===== src/rtl/arm_serial_rx.sv =====
// ---------------------------------------------------------------------------
// arm_serial_rx
//   Far-end receiver for the serial out-buffer link. The InD/InC pair is
//   oversampled on the local clk_in, which must run at least 4x the InC toggle
//   rate. The receiver rebuilds the frame {start=0, A, ack, D, ack, stop=0},
//   MSB first, and then presents A/D in parallel with a one-cycle Valid strobe.
//   Rejected frames raise a one-cycle FrameErr pulse instead.
//
// Ports
//   clk_in    in   1      local sampling clock
//   reset_n   in   1      reset, asynchronous, active-HIGH (legacy name kept)
//   InD       in   1      serial data; ack slots may float
//   InC       in   1      serial clock, idles low
//   A_out     out  sizeA  address of last good frame
//   D_out     out  sizeD  data of last good frame
//   Valid     out  1      pulse: A_out/D_out updated this cycle
//   FrameErr  out  1      pulse: frame rejected (start/stop bit or timeout)
//   Busy      out  1      frame in progress
// ---------------------------------------------------------------------------

// Plain flop chain used as a synchronizer. InD and InC each get an identical
// chain, so a data bit and its clock edge stay aligned cycle-for-cycle.
module arm_serial_rx_sync #(
  parameter int STAGES = 2
) (
  input  logic clk_in,
  input  logic reset_n,
  input  logic d_i,
  output logic q_o
);
  logic [STAGES-1:0] chain_q;

  always_ff @(posedge clk_in or posedge reset_n) begin
    if (reset_n) chain_q <= '0;
    else         chain_q <= {chain_q[STAGES-2:0], d_i};
  end

  assign q_o = chain_q[STAGES-1];
endmodule

module arm_serial_rx #(
  parameter int sizeA       = 7,
  parameter int sizeD       = 8,
  parameter int SYNC_STAGES = 2,
  parameter int TIMEOUT     = 64
) (
  input  logic             clk_in,
  input  logic             reset_n,
  input  logic             InD,
  input  logic             InC,
  output logic [sizeA-1:0] A_out,
  output logic [sizeD-1:0] D_out,
  output logic             Valid,
  output logic             FrameErr,
  output logic             Busy
);
  localparam int FRAME_LEN = sizeA + sizeD + 4;
  localparam int CNT_W     = $clog2(FRAME_LEN) + 1;
  localparam int TO_W      = $clog2(TIMEOUT + 1);

  typedef enum logic [1:0] {IDLE, RECV, CHECK, ERR} state_t;

  // ---- input synchronizers: lane 0 = InD, lane 1 = InC ----
  logic [1:0] raw_in, sync_in;
  assign raw_in = {InC, InD};

  for (genvar g = 0; g < 2; g++) begin : g_sync
    arm_serial_rx_sync #(.STAGES(SYNC_STAGES)) u_sync (
      .clk_in  (clk_in),
      .reset_n (reset_n),
      .d_i     (raw_in[g]),
      .q_o     (sync_in[g])
    );
  end

  logic sync_d, sync_c;
  assign sync_d = sync_in[0];
  assign sync_c = sync_in[1];

  // ---- state ----
  state_t                 state_q;
  logic                   syncc_prev_q;
  logic [FRAME_LEN-1:0]   sr_q;
  logic [CNT_W-1:0]       bcnt_q;
  logic [TO_W-1:0]        to_q;
  logic [sizeA-1:0]       a_q;
  logic [sizeD-1:0]       d_q;
  logic                   valid_q, ferr_q, busy_q;

  logic                   rise;
  logic [FRAME_LEN-1:0]   sr_d;
  logic                   frame_ok;

  assign rise     = sync_c & ~syncc_prev_q;
  assign sr_d     = {sr_q[FRAME_LEN-2:0], sync_d};
  // Ack slots (sr[sizeD+2] and sr[1]) are never looked at, so a floating
  // line during the acknowledge windows cannot reach the outputs.
  assign frame_ok = ~sr_q[FRAME_LEN-1] & ~sr_q[0];

  always_ff @(posedge clk_in or posedge reset_n) begin
    if (reset_n) begin
      state_q      <= IDLE;
      syncc_prev_q <= 1'b0;
      sr_q         <= '0;
      bcnt_q       <= '0;
      to_q         <= '0;
      a_q          <= '0;
      d_q          <= '0;
      valid_q      <= 1'b0;
      ferr_q       <= 1'b0;
      busy_q       <= 1'b0;
    end else begin
      syncc_prev_q <= sync_c;
      valid_q      <= 1'b0;
      ferr_q       <= 1'b0;
      case (state_q)
        IDLE: begin
          // First edge of a frame carries the start bit.
          if (rise) begin
            sr_q    <= sr_d;
            bcnt_q  <= CNT_W'(1);
            to_q    <= '0;
            state_q <= RECV;
            busy_q  <= 1'b1;
          end
        end
        RECV: begin
          // An edge in the same cycle as the timeout wins: the frame goes on.
          if (rise) begin
            sr_q   <= sr_d;
            bcnt_q <= bcnt_q + CNT_W'(1);
            to_q   <= '0;
            if (bcnt_q == CNT_W'(FRAME_LEN - 1)) begin
              state_q <= CHECK;
              busy_q  <= 1'b0;
            end
          end else if (to_q == TO_W'(TIMEOUT - 1)) begin
            to_q    <= '0;
            state_q <= ERR;
            busy_q  <= 1'b0;
          end else begin
            to_q <= to_q + TO_W'(1);
          end
        end
        CHECK: begin
          if (frame_ok) begin
            a_q     <= sr_q[FRAME_LEN-2 -: sizeA];
            d_q     <= sr_q[sizeD+1:2];
            valid_q <= 1'b1;
            state_q <= IDLE;
          end else begin
            state_q <= ERR;
          end
          bcnt_q <= '0;
        end
        ERR: begin
          ferr_q  <= 1'b1;
          bcnt_q  <= '0;
          state_q <= IDLE;
        end
        default: state_q <= IDLE;
      endcase
    end
  end

  assign A_out    = a_q;
  assign D_out    = d_q;
  assign Valid    = valid_q;
  assign FrameErr = ferr_q;
  assign Busy     = busy_q;
endmodule


===== config.mk =====
export PLATFORM = sky130hd
export DESIGN_NAME = arm_serial_rx
export DESIGN_NICKNAME = d
export VERILOG_FILES = /design/src/rtl/arm_serial_rx.sv
export SDC_FILE = /design/constraint.sdc
export NUM_CORES = 1
export LEC_CHECK = 0
export ABC_AREA = 1
export CAP_MARGIN = 20
export CORE_MARGIN = 5
export CORE_UTILIZATION = 56
export CTS_CLUSTER_DIAMETER = 30
export DETAILED_ROUTE_END_ITERATION = 6
export GPL_ROUTABILITY_DRIVEN = 0
export PLACE_DENSITY_LB_ADDON = 0.05
export SLEW_MARGIN = 40
export SYNTH_ARGS = -nofsm -noshare
export SYNTH_HDL_FRONTEND = slang
export SYNTH_SLANG_ARGS = --single-unit

===== constraint.sdc =====
create_clock -name clk_in -period 2.3 [get_ports clk_in]
set_input_delay 0.345 -clock clk_in [delete_from_list [all_inputs] [get_ports clk_in]]
set_output_delay 0.345 -clock clk_in [all_outputs]
set_load 0.005 [all_outputs]

==> out/results.txt <==
fin. max-slew vios: 0
clock slew at reported path FFs: 70 ps
Fin Setup TNS: 0 ps
Fill cells: 354
asr flop ratio synth: 100%
CP delay by family, top: buffers and inverters
post-layout util: 67.0%
CTS Sinks: 57
Max Fclk: 640 MHz
TritonCTS clock tree: yes
Slew headroom: 72.6%
largest family of logic cells by synthesized area: simple AND/OR/NAND/NOR gates
crit path time final: 1560 ps
number of flops mapped to enable cells by yosys: 0
# diodes: 0
Net Count, Synth: 267
Final Setup Violations: 0
adder-cell share of the synthesized area: 1.55%
Yosys top cell by area: dfrtp_1
First-pass DRT Iterations: 4
yosys synthesis warning count: 0
Worst EP required: 1960 ps
DR WL/cell: 11.9 um
Clk Latency, worst-skew pair: 330 ps
critical path class: flop to output port
Yosys top cell area share: 58.8%
sequential area share after synthesis: 58.8%
number of buffers and inverters on the critical path: 1
Total Routing Usage GR: 16.5%
Synth-to-Final Area Change: 17.7%
Tcrit/Tclk final: 67.9%
CTS-repair resized insts: 0
final hold violations: 0
Avg Inst Size Synth: 9.34 um2
Cell Rows: 24
mux share of post-synthesis cell area: 0%
Top FF cell, synth: dfrtp_1
die span in y: 75.8 um
slew of the pin with the lowest slew margin: 411 ps
Post-Synth XOR/XNOR Area: 1.08%
CP max stage cell: clkdlybuf4s50_1
Final Skew: 6.41 ps
RSZ-0062 raised after global routing: no
Synth Area in Compound Gates: 10.5%
slowest stage delay, CP: 510 ps
Final ANT Viol Nets: 0
startpoint types: flop
vias per inst: 4.97
CORE AREA: 4260 um2
Post-Syn Instances: 260
status: finished clean
max_cap viols: 0
maximum net fanout on the critical path: 2
HPWL after DPL: 2720 um
boundary pin count: 22
share of cells above drive strength 1: 12.0%
Initial Utilization: 56.9%
post-synthesis simple-gate area fraction: 20.2%
DR vias: 1,708
final routed DRC violation total: 0
post-synth cell types: 26
largest net degree at the start of global routing: 48
die area: 5750 um2
cts bufs inserted: 9
top post-synthesis cells by count: dfrtp_1, nand2_1, inv_1
hold_ws: 258 ps
I/O Buffers: 21
maximum VDD drop: 714 uV
final net count: 294
Area contributors post-synth: dfrtp_1, nand2_1, inv_1
crit end category: output port
Hold-fix buffers, CTS: 0
pwr dens: 1200 nW/um2
Die W: 75.8 um
most frequent cell after synthesis: dfrtp_1
DRT iter0 DRCs: 50
Worst EP arrival: 1220 ps
DRT Wirelength: 4080 um
Post-Syn Area: 2430 um2
first-pass GRT wire length: 7050 um
number of global-route vias before repair: 1,557
#FFs+latches synth: 57
Post-CTS Repair Setup Buffers: 0
CTS max path bufs: 2
CTS root buf: clkbuf_8
GRT overflow: 0
initial antenna violation count: 0
Leak Pwr: 0.00137 uW
Hold WC Path Type: input pin to asynchronous set/reset pin
cells along the critical path: clkdlybuf4s50_1
htree depth: 3
[metrics by stage]
step,setup WS (ps),instances,instance area [um2],power (uW)
finish,738,344,2860,3440
CTS,726,344,2860,3480
global placement,898,328,2680,2620
global route,700,344,2860,3710
floorplan,555,260,2430,2230
detailed placement,861,328,2680,2650
[metal layers]
| layer | up-vias | routed length [um] | track usage [%] | share of wire (%) |
|---|---|---|---|---|
| li1 | 885 | - | - | - |
| met1 | 797 | 2000 | 22.3 | 49 |
| met2 | 18 | 1880 | 24.8 | 46 |
| met3 | 8 | 119 | 3.56 | 2.9 |
| met4 | 0 | 89 | 8.74 | 2.2 |
| met5 | - | 0 | 0 | 0 |
[final cells by class]
| type | count | area [um2] | share of cell area [%] |
|---|---|---|---|
| multi-input cells | 157 | 807 | 28.3 |
| repair buffers | 23 | 238 | 8.32 |
| well taps | 52 | 65.1 | 2.28 |
| flip-flops and latches | 57 | 1430 | 49.9 |
| inverters | 39 | 146 | 5.12 |
| clock buffers | 13 | 159 | 5.56 |
| clock inverters | 3 | 15.0 | 0.526 |
[report_power, final]
group | total, uW | switching, uW | internal, uW
sequential | 1560 | 212 | 1340
combinational | 1070 | 576 | 489
clock | 819 | 375 | 445
total | 3440 | 1160 | 2280
[path summary, 6_finish.rpt]
path / start / endpoint / slack, ps / depth (start not counted)
setup reg to reg: g_sync[1].u_sync.chain_q[1] / to_q[2] / 870 / 7
setup / recovery: A_out[6] / A_out[6] / 740 / 1
min in group clk_in: g_sync[1].u_sync.chain_q[0] / g_sync[1].u_sync.chain_q[1] / 350 / 0
hold / removal: reset_n / to_q[4] / 260 / 2
hold reg to reg: g_sync[1].u_sync.chain_q[0] / g_sync[1].u_sync.chain_q[1] / 350 / 0
max in group asynchronous: reset_n / bcnt_q[3] / 1530 / 3
[flip-flops by register name (all words and copies together) (netlist names)]
name and flops:
sr_q 19, D_out 8, A_out 7, to_q 7, bcnt_q 6, g_sync.u_sync.chain_q 4, state_q 2, Busy 1
FrameErr 1, Valid 1, syncc_prev_q 1
[kinds of logic after synthesis]
family,count (synthesis)
buffers and inverters,46
AOI/OAI and AO/OA,49
xor gates and xnor gates,3
adders and majority gates,3
and+or+nand+nor,102
DFF,57
[cell usage in the layout, fill, tap and decap left out, drive strengths merged, types with 7 or more instances in the layout]
master and count:
a21oi 9, clkbuf 13, clkdlybuf4s50 21, dfrtp 57
inv 39, nand2 61, nand3 11, nand4 7
nor2 20, o21ai 36
(Power assumes the default switching activity.)
